$ cat src/rtl/dm_arb_pkg.sv
// Shared definitions for the data-memory port arbiter: state encodings, owner codes,
// loader PC marker and small address helpers.
package dm_arb_pkg;

  localparam logic [1:0] IDLE    = 2'd0;
  localparam logic [1:0] SERVE_C = 2'd1;
  localparam logic [1:0] SERVE_L = 2'd2;

  localparam logic OWNER_C = 1'b0;
  localparam logic OWNER_L = 1'b1;

  localparam logic [31:0] LOADER_PC = 32'hFFFF_FFFF;

  // Wide enough for the largest allowed C weight (15).
  localparam int unsigned CNT_W = 4;

  typedef struct packed {
    logic        we;
    logic [31:0] addr;
    logic [31:0] wdata;
    logic [31:0] pc;
  } dm_access_t;

  function automatic logic [31:0] word_align(input logic [31:0] a);
    return a & 32'hFFFF_FFFC;
  endfunction

  function automatic logic addr_in_range(input logic [31:0] a, input logic [32:0] limit);
    return {1'b0, a} < limit;
  endfunction

endpackage

$ cat src/rtl/dm_arb_pick.sv
// Combinational winner select between the C and L candidates: weighted alternation
// when both are pending, otherwise whichever one is requesting.
module dm_arb_pick
  import dm_arb_pkg::*;
#(
  parameter int unsigned C_WEIGHT = 4
) (
  input  logic             i_c_req,
  input  logic             i_l_req,
  input  logic             i_last_grant,
  input  logic [CNT_W-1:0] i_c_cnt,
  output logic             o_grant_vld,
  output logic             o_grant_owner
);

  always_comb begin
    o_grant_vld   = i_c_req | i_l_req;
    o_grant_owner = OWNER_C;
    if (i_c_req && i_l_req) begin
      // Weight exhausted forces L; otherwise take turns against the previous grant.
      if (i_c_cnt == CNT_W'(C_WEIGHT)) begin
        o_grant_owner = OWNER_L;
      end else if (i_last_grant == OWNER_C) begin
        o_grant_owner = OWNER_L;
      end else begin
        o_grant_owner = OWNER_C;
      end
    end else if (i_l_req) begin
      o_grant_owner = OWNER_L;
    end
  end

endmodule

$ cat src/rtl/dm_port_arbiter.sv
// Data-memory port arbiter between the MEM stage (C) and the loader (L).
// Optional write/error trace enabled by defining DM_ARB_TRACE_EN.
module dm_port_arbiter
  import dm_arb_pkg::*;
#(
  parameter int unsigned C_WEIGHT   = 4,
  parameter int unsigned ADDR_WORDS = 32768
) (
  input  logic        clk,
  input  logic        reset,
  input  logic        c_req,
  input  logic        c_we,
  input  logic [31:0] c_addr,
  input  logic [31:0] c_wdata,
  input  logic [31:0] c_pc,
  output logic        c_ack,
  output logic [31:0] c_rdata,
  output logic        c_err,
  input  logic        l_req,
  input  logic        l_we,
  input  logic [31:0] l_addr,
  input  logic [31:0] l_wdata,
  output logic        l_ack,
  output logic [31:0] l_rdata,
  output logic        l_err,
  output logic        mem_we,
  output logic [31:0] mem_addr,
  output logic [31:0] mem_wdata,
  output logic [31:0] mem_pc,
  input  logic [31:0] mem_rdata
);

  localparam logic [32:0] ADDR_LIMIT = 33'(ADDR_WORDS) << 2;

  logic [1:0]       r_state;
  logic [1:0]       w_state_nxt;
  logic             r_last_grant;
  logic [CNT_W-1:0] r_c_cnt;
  logic [CNT_W-1:0] w_c_cnt_nxt;
  logic [31:0]      r_addr_hold;
  logic [31:0]      r_wdata_hold;
  logic [31:0]      r_pc_hold;

  logic       w_serve_c;
  logic       w_serve_l;
  logic       w_c_inr;
  logic       w_l_inr;
  logic       w_c_cand;
  logic       w_l_cand;
  logic       w_grant_vld;
  logic       w_grant_owner;
  logic       w_acc_inr;
  dm_access_t w_acc;

  // Reset low suppresses the serve of the current cycle: no ack, no write.
  assign w_serve_c = reset && (r_state == SERVE_C);
  assign w_serve_l = reset && (r_state == SERVE_L);

  assign w_c_inr = addr_in_range(c_addr, ADDR_LIMIT);
  assign w_l_inr = addr_in_range(l_addr, ADDR_LIMIT);

  // The request being served this cycle is consumed; a still-high req is a new access next cycle.
  assign w_c_cand = c_req && (r_state != SERVE_C);
  assign w_l_cand = l_req && (r_state != SERVE_L);

  dm_arb_pick #(
    .C_WEIGHT (C_WEIGHT)
  ) u_pick (
    .i_c_req       (w_c_cand),
    .i_l_req       (w_l_cand),
    .i_last_grant  (r_last_grant),
    .i_c_cnt       (r_c_cnt),
    .o_grant_vld   (w_grant_vld),
    .o_grant_owner (w_grant_owner)
  );

  always_comb begin
    w_state_nxt = IDLE;
    if (w_grant_vld) begin
      w_state_nxt = (w_grant_owner == OWNER_C) ? SERVE_C : SERVE_L;
    end
  end

  always_comb begin
    w_c_cnt_nxt = r_c_cnt;
    if (!l_req) begin
      w_c_cnt_nxt = '0;
    end else if (w_grant_vld) begin
      if (w_grant_owner == OWNER_L) begin
        w_c_cnt_nxt = '0;
      end else if (r_c_cnt != CNT_W'(C_WEIGHT)) begin
        w_c_cnt_nxt = r_c_cnt + CNT_W'(1);
      end
    end
  end

  // Outside a serve the DM address/data/pc hold their last values.
  always_comb begin
    w_acc     = '{we: 1'b0, addr: r_addr_hold, wdata: r_wdata_hold, pc: r_pc_hold};
    w_acc_inr = 1'b0;
    if (w_serve_c) begin
      w_acc     = '{we: c_we, addr: word_align(c_addr), wdata: c_wdata, pc: c_pc};
      w_acc_inr = w_c_inr;
    end else if (w_serve_l) begin
      w_acc     = '{we: l_we, addr: word_align(l_addr), wdata: l_wdata, pc: LOADER_PC};
      w_acc_inr = w_l_inr;
    end
  end

  assign mem_we    = w_acc.we & w_acc_inr;
  assign mem_addr  = w_acc.addr;
  assign mem_wdata = w_acc.wdata;
  assign mem_pc    = w_acc.pc;

  assign c_ack   = w_serve_c;
  assign c_err   = w_serve_c & ~w_c_inr;
  assign c_rdata = (w_serve_c && w_c_inr) ? mem_rdata : '0;

  assign l_ack   = w_serve_l;
  assign l_err   = w_serve_l & ~w_l_inr;
  assign l_rdata = (w_serve_l && w_l_inr) ? mem_rdata : '0;

  always_ff @(posedge clk) begin
    if (!reset) begin
      r_state      <= IDLE;
      r_last_grant <= OWNER_L;
      r_c_cnt      <= '0;
      r_addr_hold  <= '0;
      r_wdata_hold <= '0;
      r_pc_hold    <= '0;
    end else begin
      r_state <= w_state_nxt;
      r_c_cnt <= w_c_cnt_nxt;
      if (w_grant_vld) begin
        r_last_grant <= w_grant_owner;
      end
      if (w_serve_c || w_serve_l) begin
        r_addr_hold  <= w_acc.addr;
        r_wdata_hold <= w_acc.wdata;
        r_pc_hold    <= w_acc.pc;
      end
    end
  end

`ifdef DM_ARB_TRACE_EN
  always_ff @(posedge clk) begin
    if (mem_we) begin
      $display("%d@%h: *%h <= %h", $time, mem_pc, mem_addr, mem_wdata);
    end
    if (c_err || l_err) begin
      $display("ARB ERR %h", mem_addr);
    end
  end
`endif

endmodule

$ cat config.mk
export PLATFORM = sky130hd
export DESIGN_NAME = dm_port_arbiter
export DESIGN_NICKNAME = d
export VERILOG_FILES = /design/src/rtl/dm_arb_pkg.sv /design/src/rtl/dm_arb_pick.sv /design/src/rtl/dm_port_arbiter.sv
export SDC_FILE = /design/constraint.sdc
export NUM_CORES = 1
export LEC_CHECK = 0
export ABC_AREA = 1
export BUFFER_PORTS_ARGS = -buffer_cell sky130_fd_sc_hd__buf_2
export CELL_PAD_IN_SITES_DETAIL_PLACEMENT = 1
export CELL_PAD_IN_SITES_GLOBAL_PLACEMENT = 1
export CORE_MARGIN = 2
export CORE_UTILIZATION = 29
export CTS_BUF_LIST = sky130_fd_sc_hd__clkbuf_16
export CTS_CLUSTER_DIAMETER = 30
export DETAILED_ROUTE_END_ITERATION = 6
export HOLD_SLACK_MARGIN = 0.15
export PLACE_DENSITY_LB_ADDON = 0.1
export SLEW_MARGIN = 40
export SYNTH_ARGS = -nofsm -noshare
export SYNTH_HDL_FRONTEND = slang
export SYNTH_HIERARCHICAL = 1
export SYNTH_SLANG_ARGS = --single-unit
$ cat constraint.sdc
create_clock -name clk -period 3.2 [get_ports clk]
set_input_delay 0.64 -clock clk [delete_from_list [all_inputs] [get_ports clk]]
set_output_delay 0.64 -clock clk [all_outputs]
set_load 0.02 [all_outputs]
==> summary.md, run 1 <==
| Metric | Value |
|---|---|
| Status | finished clean |
| Clk slew on worst S/H paths | 0.07 ns |
| Total negative slack | 0 ns |
| # port buffers | 358 |
| Worst Setup SP | reset |
| Worst Skew | 0.01079 ns |
| Post-DR wirelength/cell | 13.32 um |
| Max IR drop VDD | 0.0003055 V |
| Final Hold Viols | 0 |
| HP Class | reg -> reg |
| TritonCTS Buffers | 9 |
| Setup-failing EPs final | 0 |
| WP data arrival | 2.17 ns |
| Cell mode on critical path | buf_2 |
| WL final | 20.13 mm |
| Global route total overflow | 0 |
| Cell Pwr Density | 436.5 mW/mm2 |
| DRT Pass-1 Iters | 4 |
| Startpoint Class | primary input |
| Hold Startpoint | r_last_grant |
| Antenna violations before repair | 2 |
| CTS sink cnt | 103 |
| Slowest Stage Delay on Critical Path | 0.29 ns |
| Overall Global Routing Usage | 19.45% |
| Syn Std Cell Area | 0.005555 mm2 |
| Num ports | 363 |
| Syn avg cell area | 5.948 um2 |
| DR DRC count | 0 |
| Tcrit/Tclk final | 87.75% |
| Die Wd | 142.4 um |
| Internal power | 0.002291 W |
| P_sw | 0.001119 W |
| Routability cong. | 0.8104 |
| Post-CTS resize count | 0 |
| Largest net degree at the start of global routing | 66 |
| H-tree depth | 3 |
| Vias in the first global route | 6184 |
| Worst-Margin Slew | 0.5590 ns |
| Synth Instances | 934 |
| Clk pwr share | 34.0% |
| Worst setup path class | in -> out |
| First-pass GRT wire length | 31.48 mm |
| R2R setup slack | 1.47 ns |
| Worst skew pair latency | 0.35 ns |
| Routed vias/inst | 4.259 |
| Fraction of layout cells with a size suffix above 1 | 33.33% |
| CTS Root Cell | clkbuf_16 |
| Crit path max fanout | 33 |
| Leak | 5.077 nW |
| Hold slack | 0.4608 ns |
| # Post-CTS Setup Buffers | 0 |
| YS warnings | 6 |
| Iter 0 DRT Violations | 176 |
| Crit. End Element | output pin |
| Slowest cell on crit path | inv_2 |
| Initial Util | 29.60% |
| Final ANT Viol Nets | 0 |
| CORE AREA | 0.01877 mm2 |
| Post-route minimum period | 2.808 ns |
| Sw Ratio | 32.81% |
| Max cap viols | 0 |
| Combinational power share | 25.3% |
| Die Footprint | 0.02028 mm2 |
| Sequential fraction of the synthesis area | 37.12% |
| Hold_buf cts | 0 |
| Die Y-Extent | 142.4 um |
| Pins Over Slew Limit | 0 |
| Detailed placement HPWL | 15.80 mm |
| Area grow syn2layout | 40.63% |
| Post-Synthesis Net Count | 1134 |
| # nets final | 1470 |
| FP Rows | 50 |
| Vias | 6436 |
| Worst R2R Start | r_state[1] |
| Slew margin rel. | 62.73% |
| Yosys cell types | 25 |
| Worst path required time | 2.56 ns |
| Synthesized flop and latch total | 103 |
| CTS tree | yes |
| RSZ-0062 raised after global routing | false |
| Sequential power share | 40.7% |
| Max Fclk | 0.3561 GHz |
| Cell Chain, Critical Path | buf_2, nand3_4, inv_2, nand3_1, buf_4, nand2_1, inv_1, nor2_1, buf_2 |
| CTS max path bufs | 2 |
[power by group through the flow]
stage | registers (W) | logic (W) | clock network [W]
after global placement | 0.00141 | 0.000864 | 0
after global routing | 0.00140 | 0.000965 | 0.00127
after floorplan | 0.00141 | 0.000530 | 0
after detailed placement | 0.00142 | 0.000873 | 0
final | 0.00139 | 0.000864 | 0.00116
after CTS | 0.00139 | 0.000879 | 0.00121
[synthesized netlist by cell type, drive strengths merged]
cell type / count / area, um2
o22ai: 33 / 206.5
nor3: 1 / 5.000
nor2: 307 / 1227
ha: 2 / 25.02
o21ai: 2 / 10.01
clkbuf: 14 / 52.55
or2: 1 / 6.260
nand4: 5 / 31.28
buf: 31 / 224.0
a21oi: 5 / 28.78
inv: 208 / 780.8
nand3: 8 / 77.57
nand2: 210 / 790.8
dfxtp: 103 / 2062
xor2: 1 / 8.760
a21boi: 2 / 15.01
clkinv: 1 / 3.750
[logic make-up (layout without fill, tap and decap cells)]
logic type / count (synthesis) / after routing / share of synthesized area (%)
flops: 103 / 103 / 37.12
simple gates: 532 / 532 / 38.49
other cells: 0 / 2 / 0
compound gates: 42 / 42 / 4.685
xor+xnor: 1 / 1 / 0.1577
fa+ha+maj: 2 / 2 / 0.4504
buf+inv: 254 / 595 / 19.10
[critical path, delay by kind of cell]
kind	cells	cell delay, ns
simple gates	4	0.50
buf+inv	5	1.02
[cell type report]
cell class | count | area [um2]
fillers | 2650 | 10960
inverters | 209 | 784.5
clock buffers | 9 | 225.2
diodes | 2 | 5.005
repair buffers | 370 | 1919
multi-input cells | 577 | 2437
well taps | 234 | 292.8
flip-flops and latches | 103 | 2062
clock inverters | 7 | 86.33
[sequential cells by signal (all words and copies together), names as in the netlist]
signal and cells:
r_c_cnt 4, r_state 2, r_wdata_hold 32, r_pc_hold 32
r_last_grant 1, r_addr_hold 32
[cell usage in the layout (no fill, tap or decap)]
cell,instances
bufinv_16,1
clkinv_4,1
a21oi_2,1
inv_8,2
inv_2,4
nor2_2,30
a21boi_0,2
nor2_1,277
nor3_1,1
buf_12,3
nand3_4,3
or2_1,1
nand3_1,5
ha_1,2
diode_2,2
nand2_4,1
o22ai_1,33
inv_6,2
nand4_1,5
nand2_1,209
inv_1,205
a21oi_1,4
clkbuf_16,9
o21ai_0,2
clkinvlp_4,1
xor2_1,1
buf_2,358
dfxtp_1,103
buf_4,9
[final timing paths]
path / cells after the start / to
worst max-delay path: 9 / mem_we
worst min-delay path: 2 / r_last_grant
worst max register to register: 10 / r_c_cnt[2]
worst min register to register: 2 / r_last_grant
[per-stage QoR]
stage,std cells,worst slack (ns),cell area (um2),power (W),util (%)
finish,1511,0.3919,7812,0.003410,41.63
global route,1510,0.2282,7810,0.003630,41.61
CTS,1509,0.3736,7807,0.003477,41.60
detailed placement,1493,0.3779,7496,0.002291,39.94
global placement,1493,0.3871,7496,0.002279,39.94
floorplan,934,0.8179,5555,0.001942,-
[per-layer routing]
| metal | wire, um | global-route usage (%) |
|---|---|---|
| met1 | 8639 | 23.23 |
| met2 | 9909 | 34.96 |
| met3 | 1254 | 5.013 |
| met4 | 310 | 4.482 |
| met5 | 12 | 0 |
Power figures use the tool's default switching activity.
==> run 2, diff against run 1 <==
ABC_AREA = unset   (was 1)
CORE_MARGIN = 3   (was 2)
CORE_UTILIZATION = 37   (was 29)
==> run 2 against run 1 <==
Effect of this change: synthesized area rose by 34%; clock-buffer cell count did not move; critical endpoint is now mem_wdata[11]; register-to-register slack got worse by 0.71 ns; maximum frequency fell by 1.5%; critical path type is now reg -> out.
==> summary.md, run 2 <==
| Metric | Value |
|---|---|
| Status | finished clean |
| Die Footprint | 0.02178 mm2 (+7.4%) |
| Routability cong. | 0.8207 (+1.3%) |
| Slowest Stage Delay on Critical Path | 0.39 ns (+0.10 ns) |
| Syn Std Cell Area | 0.007418 mm2 (+34%) |
| First-pass GRT wire length | 40.58 mm (+29%) |
| Antenna violations before repair | 4 (+2) |
| Total negative slack | 0 ns (unchanged) |
| CTS max path bufs | 2 (unchanged) |
| Top flop regs | r_addr_hold (32), r_pc_hold (32), r_wdata_hold (32) |
| Setup slack at placement | 0.3496 ns (-0.02832 ns) |
| Sequential fraction of the synthesis area | 27.80% (-9.3 points) |
| Post-synth top area share | 27.80% (-9.3 points) |
| Clk slew on worst S/H paths | 0.08 ns (about the same) |
| Post-CTS resize count | 0 (unchanged) |
| Routed vias/inst | 5.591 (+31%) |
| Commonest non-fill, non-tap cell in the layout | buf_2 |
| Syn avg cell area | 10.15 um2 (+71%) |
| Worst Slack Setup Final | 0.3486 ns (-0.04331 ns) |
| Asr flop ratio synth | 0% (unchanged) |
| Worst setup path class | reg -> out |
| Crit. End Element | output pin |
| Cell Chain, Critical Path | nand3b_4, inv_6, buf_12, o311ai_2, buf_2 |
| CTS tree | yes |
| Slew margin rel. | 49.41% (-13 points) |
| Iter 0 DRT Violations | 317 (+80%) |
| Family with the most delay on the worst path | buffers and inverters |
| Yosys cell types | 40 (+60%) |
| Post-Synthesis Net Count | 931 (-18%) |
| Num ports | 363 (unchanged) |
| TritonCTS Buffers | 9 (unchanged) |
| FP Rows | 51 (+2.0%) |
| Post-route minimum period | 2.851 ns (+0.04331 ns) |
| Crit path max fanout | 25 (-24%) |
| Max cap viols | 0 (unchanged) |
| Overall Global Routing Usage | 22.86% (+3.4 points) |
| Post-synth EDFFs | 0 (unchanged) |
| Tcrit/Tclk final | 89.11% (+1.4 points) |
| H-tree depth | 3 (unchanged) |
| Final ANT Viol Nets | 0 (unchanged) |
| CORE AREA | 0.01959 mm2 (+4.4%) |
| Worst-Margin Slew | 0.7487 ns (+0.1897 ns) |
| CTS Root Cell | clkbuf_16 |
| Detailed placement HPWL | 18.95 mm (+20%) |
| Slowest cell on crit path | inv_6 |
| CTS sink cnt | 103 (unchanged) |
| Initial Util | 37.87% (+8.3 points) |
| WL final | 26.38 mm (+31%) |
| Leak | 4.780 nW (-5.8%) |
| Sequential Area | 0.002069 mm2 (+0.36%) |
| Synthesized flop and latch total | 103 (unchanged) |
| Post-DR wirelength/cell | 20.38 um (+53%) |
| Dominant cell type by area after synthesis | dfxtp_1 |
| Most numerous cell in the Yosys netlist | nand4b_1 |
| Global route total overflow | 0 (unchanged) |
| WP buf/inv | 3 (-2) |
| YS warnings | 6 (unchanged) |
| HP Class | reg -> reg |
| Max IR drop VDD | 0.0003014 V (-1.3%) |
| Setup-failing EPs final | 0 (unchanged) |
| Ys flop type | dfxtp_1 |
| Worst Skew | 0.008066 ns (-0.002726 ns) |
| WP data arrival | 2.21 ns (+0.04 ns) |
| Die Y-Extent | 147.6 um (+3.6%) |
| Fraction of layout cells with a size suffix above 1 | 48.44% (+15 points) |
| Max Fclk | 0.3507 GHz (-1.5%) |
| Startpoint Class | flop |
| DRT Pass-1 Iters | 4 (unchanged) |
| Post-synth top cells | nand4b_1 (124), dfxtp_1 (103), inv_1 (99) |
| # port buffers | 358 (unchanged) |
| Hold_buf cts | 0 (unchanged) |
| Area of the multi-input gates | 0.004493 mm2 (+84%) |
| Cell Pwr Density | 359.4 mW/mm2 (-18%) |
| Vias in the first global route | 7137 (+15%) |
| Die Wd | 147.6 um (+3.6%) |
| Worst path required time | 2.56 ns (about the same) |
| Worst skew pair latency | 0.36 ns (about the same) |
| Pins Over Slew Limit | 0 (unchanged) |
| # Post-CTS Setup Buffers | 0 (unchanged) |
| Vias | 7235 (+12%) |
| # nets final | 1221 (-17%) |
| DR DRC count | 0 (unchanged) |
| Main area contributors after synthesis | dfxtp_1 (28%), o311ai_4 (17%), nand4b_1 (15%) |
| Synth Instances | 731 (-22%) |
| RSZ-0062 raised after global routing | false |
| Layout fillers | 2321 (-12%) |
| Most frequent cells in the layout | buf_2 (357), nand4b_1 (124), dfxtp_1 (101) |
| Largest net degree at the start of global routing | 124 (+88%) |
| Final Hold Viols | 0 (unchanged) |
| Area grow syn2layout | 29.85% |
-- run 2: cell count changes after synthesis, sizes merged, moves of 32 or more --
cell	before	now
o22ai	33	1
nor2	307	1
o311ai	0	62
o22a	0	32
o221a	0	32
nand4b	0	124
nand2	210	8
clkbuf	14	68
nor3	1	66
inv	208	101
o211a	0	62
-- run 2: path summary, 6_finish.rpt --
| kind | startpoint | to | slack, ns | cells after the start |
|---|---|---|---|---|
| hold reg to reg | r_last_grant | r_last_grant | 0.49 | 2 |
| hold / removal | r_last_grant | r_last_grant | 0.49 | 2 |
| setup reg to reg | r_state[1] | r_c_cnt[2] | 0.76 | 7 |
| setup / recovery | r_state[1] | mem_wdata[11] | 0.35 | 5 |
-- run 2: final cells by class --
cell class                      count  area share [%]
Antenna cell                        3         0.07793
Tap cell                          265           3.442
Clock buffer                        9           2.338
Inverter                          101           4.039
Timing Repair Buffer              379           21.21
Clock inverter                      7          0.7663
Sequential cell                   103           21.48
Multi-Input combinational cell    427           46.64
-- run 2: stage by stage --
step / hold WS, ns / std cells / utilization [%] / total power, W / cell area [um2]
floorplan: 0.4411 / 731 / - / 0.002019 / 7418
global placement: 0.4624 / 1275 / 47.61 / 0.002347 / 9326
detailed placement: 0.4689 / 1275 / 47.61 / 0.002357 / 9326
CTS: 0.4935 / 1291 / 49.13 / 0.003510 / 9625
global route: 0.5214 / 1292 / 49.15 / 0.003648 / 9628
finish: 0.4873 / 1294 / 49.17 / 0.003462 / 9633
-- run 2: routing by layer --
metal / vias to the layer above / GRT usage [%] / share of wire [%]
li1: 3447 / - / -
met1: 3530 / 28.61 / 42
met2: 219 / 38.31 / 48
met3: 33 / 7.633 / 7.8
met4: 6 / 5.172 / 1.9
met5: - / 0 / 0.13
-- run 2: kinds of logic (layout without fill, tap and decap cells) --
group	after synthesis	count (layout)	share of synthesized area, %
AND/OR/NAND/NOR	225	225	22.21
buffers and inverters	201	496	11.86
AO/OA/AOI/OAI	200	200	37.80
flip-flops	103	103	27.80
adder cells (fa/ha/maj)	2	2	0.3373
other	0	3	0
-- run 2: worst reg2reg max path, cell delays in order, from the launching register on --
cell and delay [ns]:
dfxtp_4 0.38, buf_4 0.38, o21a_1 0.22, nand2_1 0.05
o21a_1 0.27, nor4bb_1 0.69, o31ai_1 0.13, a221oi_1 0.24
-- run 2: power breakdown --
| group | total (W) | internal (W) | switching, W |
|---|---|---|---|
| Clock | 0.00114 | 0.000557 | 0.000581 |
| Combinational | 0.000970 | 0.000391 | 0.000579 |
| Sequential | 0.00135 | 0.00133 | 0.0000273 |
| Total | 0.00346 | 0.00228 | 0.00119 |
